[src/rtl/maltsev_node_pkg.sv]
// Shared constants for the Maltsev computation-tree nodes.
// Latency: n/a (package only).
// Backpressure: n/a (package only).
//
// Holds the basic-function mode codes and the start/ready handshake state
// encoding used by the leaf, composition and recursion nodes.
package maltsev_node_pkg;

    localparam int MODE_ZERO = 0;
    localparam int MODE_SUCC = 1;
    localparam int MODE_PROJ = 2;

    typedef enum logic {
        IDLE = 1'b0,
        BUSY = 1'b1
    } node_state_t;

endpackage

[src/rtl/start_edge_det.sv]
// Start-edge detector: turns a level start request into a one-cycle pulse.
// Latency: START is combinational from ST against the registered previous ST.
// Backpressure: none; a held ST yields one pulse, ST must drop for a sampled cycle to re-arm.
//
// Ports:
//   CLK   rising-edge clock
//   RST   synchronous active-high reset; masks START but does not stop st_q sampling
//   ST    level start request
//   START one-cycle pulse on an accepted rising edge of ST
module start_edge_det (
    input  logic CLK,
    input  logic RST,
    input  logic ST,
    output logic START
);

    logic st_q;

    // st_q keeps sampling through reset so an edge seen during RST is
    // consumed and cannot fire on the first cycle after reset releases.
    always_ff @(posedge CLK) begin
        st_q <= ST;
    end

    assign START = ST & ~st_q & ~RST;

endmodule

[src/rtl/basic_func_node.sv]
// Maltsev tree leaf: evaluates ZERO, SUCC or PROJ over a captured N-word argument vector.
// Latency: RES/RD update LATENCY edges after the accepted start edge.
// Backpressure: RD low while busy; a new start while busy restarts and discards the old evaluation.
//
// Ports:
//   CLK, RST  clock and synchronous active-high reset
//   ST        start level; each rising edge requests one evaluation
//   IN        NARGS words of WIDTH bits, word i at IN[i*WIDTH +: WIDTH]
//   RD        ready: RES valid and node idle
//   RES       result, held until the next completion
//   OVF       SUCC wrap flag, only present when NODE_OVF_EN is defined
module basic_func_node
    import maltsev_node_pkg::*;
#(
    parameter int WIDTH    = 16,
    parameter int NARGS    = 3,
    parameter int MODE     = 2,
    parameter int PROJ_IDX = 2,
    parameter int LATENCY  = 1
) (
    input  logic                   CLK,
    input  logic                   RST,
    input  logic                   ST,
    input  logic [NARGS*WIDTH-1:0] IN,
    output logic                   RD,
    output logic [WIDTH-1:0]       RES
`ifdef NODE_OVF_EN
    ,
    output logic                   OVF
`endif
);

    localparam int CW = (LATENCY > 1) ? $clog2(LATENCY) : 1;

    if (NARGS < 1) begin : g_chk_nargs
        $fatal(1, "basic_func_node: NARGS must be >= 1");
    end
    if (PROJ_IDX < 0 || PROJ_IDX >= NARGS) begin : g_chk_idx
        $fatal(1, "basic_func_node: PROJ_IDX must be in 0..NARGS-1");
    end
    if (LATENCY < 1) begin : g_chk_lat
        $fatal(1, "basic_func_node: LATENCY must be >= 1");
    end
    if (MODE < 0 || MODE > 2) begin : g_chk_mode
        $fatal(1, "basic_func_node: MODE must be 0, 1 or 2");
    end

    node_state_t      state;
    logic [CW-1:0]    cnt;
    logic [WIDTH-1:0] args_q [NARGS];
    logic             start;
    logic [WIDTH-1:0] sel_w;
    logic [WIDTH-1:0] res_nxt;

    start_edge_det u_start_edge_det (
        .CLK   (CLK),
        .RST   (RST),
        .ST    (ST),
        .START (start)
    );

    // Functions see only the captured arguments, never live IN.
    assign sel_w = args_q[PROJ_IDX];

    always_comb begin
        res_nxt = '0;
        case (MODE)
            MODE_SUCC: res_nxt = sel_w + WIDTH'(1);
            MODE_PROJ: res_nxt = sel_w;
            default:   res_nxt = '0;
        endcase
    end

`ifdef NODE_OVF_EN
    logic ovf_nxt;
    assign ovf_nxt = (MODE == MODE_SUCC) && (&sel_w);
`endif

    always_ff @(posedge CLK) begin
        if (RST) begin
            state <= IDLE;
            cnt   <= '0;
            RD    <= 1'b1;
            RES   <= '0;
`ifdef NODE_OVF_EN
            OVF   <= 1'b0;
`endif
            for (int i = 0; i < NARGS; i++) begin
                args_q[i] <= '0;
            end
        end else begin
            // A finishing evaluation still retires on its completion edge;
            // a start on that same edge then begins as if from IDLE, so RD
            // stays low with no gap.
            if (state == BUSY && cnt == '0) begin
                RES   <= res_nxt;
`ifdef NODE_OVF_EN
                OVF   <= ovf_nxt;
`endif
                RD    <= 1'b1;
                state <= IDLE;
            end else if (state == BUSY) begin
                cnt <= cnt - CW'(1);
            end

            // Start in IDLE, or restart in BUSY: recapture and reload.
            if (start) begin
                for (int i = 0; i < NARGS; i++) begin
                    args_q[i] <= IN[i*WIDTH +: WIDTH];
                end
                cnt   <= CW'(LATENCY - 1);
                RD    <= 1'b0;
                state <= BUSY;
            end
        end
    end

endmodule

[config.mk]
export PLATFORM = sky130hd
export DESIGN_NAME = basic_func_node
export DESIGN_NICKNAME = d
export VERILOG_FILES = /design/src/rtl/maltsev_node_pkg.sv /design/src/rtl/start_edge_det.sv /design/src/rtl/basic_func_node.sv
export SDC_FILE = /design/constraint.sdc
export NUM_CORES = 1
export LEC_CHECK = 0
export CORE_MARGIN = 2
export CORE_UTILIZATION = 40
export CTS_CLUSTER_SIZE = 14
export DETAILED_ROUTE_END_ITERATION = 16
export PLACE_DENSITY = 0.78
export SLEW_MARGIN = 30
export SYNTH_ARGS = -nofsm -noshare
export SYNTH_HDL_FRONTEND = slang
export SYNTH_SLANG_ARGS = --single-unit
[constraint.sdc]
create_clock -name CLK -period 2.1 [get_ports CLK]
set_input_delay 0.525 -clock CLK [delete_from_list [all_inputs] [get_ports CLK]]
set_output_delay 0.525 -clock CLK [all_outputs]
set_load 0.01 [all_outputs]
==> metrics.cfg <==
[floorplan]
die_w_um=64.7
ioPinCount=68
dieArea_mm2=0.00419
core_area_mm2=0.00361
die_h_um=64.7
rows=22
initial_core_util=0.409

[pwr]
power.leakage_uw=0.000660
netSwitchingPower_uw=265
seqPwrFrac=0.583
switching_share=0.200
p_int_uw=1060
vdd_drop_max_mv=0.294
power_uw=1330
power.share.clock=0.335
p_comb_frac=0.082
powerDensity_mw_per_mm2=687

[min_path]
hold_path.class=register to register
hold_end=RES[14]$_SDFFE_PP0P_
hold_depth=2
min_from=RES[14]$_SDFFE_PP0P_

[routing]
dr_total_vias=945
wl_per_cell_um=11.6
drt_first_pass_iters=4
drt_wl_total_um=2370
drt-initial-drc-count=33
postRouteAntennaNets=0
detail_route.drc_violations=0
vias_per_cell=4.63

[layout]
nets=206
layout.cells.non_filler=204
antenna_cells=0
area_delta_synth_final_pct=30.9
drive_gt1_frac=0.0641
design_area_mm2=0.00193

[clock_tree]
path_clk_slew_ps=60
clkSinkCount=36
cts_tree=built
root_buffer=clkbuf_8
clk_latency_ps=270
clk_path_buf_depth=2
cts_buffers=5
cts_setup_buffers=0
cts_resized=0
htreeDepth=2
holdBufCountCts=0

[critical_path]
timing.rr.end=RES[1]$_SDFFE_PP0P_
worstSetupStartpointType=register
rr_startpoint=cnt$_SDFFE_PP0P_
crit_buf_inv=1
reg2reg_slack_ps=830
cp_max_fo=2
end_kind=primary output
path_cells=clkdlybuf4s50_1
required_ps=1570
arrival_ps=1160
path_delay_family=buffers and inverters
worstRegToRegCells=2
path_class=register to primary output
cp_slowest_cell=clkdlybuf4s50_1
slowest_delay_ps=550

[synthesis]
synthSimpleGateAreaFrac=0.302
synth-compound-area-share=0.0611
syn_area_mm2=0.00147
synth_cells=120
syn_avg_cell_area_um2=12.3
synthAdderAreaFrac=0
synth-xor-area-share=0
yosysUniqueCellTypes=17
synthMuxAreaShare=0
yosysWarnings=0
synth-seq-area-share=0.598
ys_ff_latch=36
syn_nets=171
synth_top_family_by_area=simple AND/OR/NAND/NOR gates

[timing]
period_needed_ps=1690
worst_slew_pin_slew_ps=470
slew_headroom=0.686
max_freq_mhz=592
setup_ws_ps=411
slew_violations=0
tns_ps=0
worst_clock_skew_ps=3.47
rsz0062_at_grt=false
period_share=0.804
setup_viol=0
hold_viol_final=0

[grt]
grtUsageTotal=0.129
overflow=0
grt_pass1_vias=963
grt_max_degree=36
antenna_found_initial=0
grt_pass1_wl_um=4190

[job]
max_cap_viol_count=0

[placed_design]
dp.cells=196
placed_area_mm2=0.00185
place_hpwl_um=1750
finalWeightedCongestion=0.712
place_ws_ps=237
port_buffers=35

[status]
status=complete, no violations

how the worst max path moves through the flow:
stage,startpoint,to,slack [ps],depth (start not counted)
floorplan,RST,args_q[2][0]$_SDFFCE_PN0P_,410,3
global placement,RST,args_q[2][0]$_SDFFCE_PN0P_,290,3
detailed placement,RST,args_q[2][8]$_SDFFCE_PN0P_,240,3
CTS,RES[4]$_SDFFE_PP0P_,RES[4],410,1
global route,RES[4]$_SDFFE_PP0P_,RES[4],370,1
finish,RES[4]$_SDFFE_PP0P_,RES[4],410,1
registers in the layout (all words and copies together) (netlist names):
signal                 count
RD                         1
RES                       16
args_q                    16
cnt                        1
state                      1
u_start_edge_det.st_q      1
placed cells by master, fill, tap and decap left out:
| master | n |
|---|---|
| clkdlybuf4s50_1 | 35 |
| dfxtp_1 | 20 |
| nand2b_1 | 19 |
| nand4bb_1 | 16 |
| and2_1 | 16 |
| edfxtp_1 | 16 |
| o21ai_1 | 9 |
| o21ai_0 | 7 |
| clkbuf_8 | 5 |
| buf_4 | 3 |
| a21oi_1 | 2 |
| clkbuf_1 | 2 |
| and2b_1 | 1 |
| nor3b_4 | 1 |
| and4bb_2 | 1 |
| nor2_1 | 1 |
| nand2_1 | 1 |
| clkinv_1 | 1 |
layer usage:
layer,global-route usage,wire [um]
met1,0.153,1110
met2,0.211,1150
met3,0.0382,103
met4,0.0638,14
met5,0,0
Yosys cell counts:
| library cell | count | area, um2 |
|---|---|---|
| o21ai_0 | 7 | 35.0 |
| buf_6 | 2 | 22.5 |
| nand2_1 | 1 | 3.75 |
| nor2_1 | 1 | 3.75 |
| clkbuf_1 | 4 | 15.0 |
| buf_2 | 2 | 10.0 |
| nor3b_4 | 1 | 18.8 |
| and4bb_2 | 1 | 12.5 |
| edfxtp_1 | 16 | 480 |
| nand4bb_1 | 16 | 180 |
| o21ai_1 | 9 | 45.0 |
| clkbuf_2 | 2 | 10.0 |
| dfxtp_1 | 20 | 400 |
| and2b_1 | 1 | 7.51 |
| a21oi_1 | 2 | 10.0 |
| and2_1 | 16 | 100 |
| nand2b_1 | 19 | 119 |
cell families (layout without fill, tap and decap cells):
| kind of cell | after synthesis | in the layout |
|---|---|---|
| AO/OA/AOI/OAI | 18 | 18 |
| buffers and inverters | 10 | 46 |
| flip-flops | 36 | 36 |
| AND/OR/NAND/NOR | 56 | 56 |
power by group through the flow:
stage               clock network [uW]  registers (uW)  logic, uW
CTS                                458             774        110
global route                       492             776        119
floorplan                            0             791       48.7
finish                             444             774        109
detailed placement                   0             790        110
global placement                     0             788        107
final cells by class:
type                    instances  area, um2
fillers                       324       1680
flip-flops and latches         36        881
multi-input cells              74        536
repair buffers                 38        373
clock buffers                   7       76.3
well taps                      48       60.1
clock inverters                 1       3.75
per-stage QoR:
step	utilization	hold WS (ps)
3_3_place_gp	0.513	453
3_5_place_dp	0.513	462
6_report	0.535	464
5_1_grt	0.535	492
2_1_floorplan	-	474
4_1_cts	0.535	469
Power figures use the tool's default switching activity.
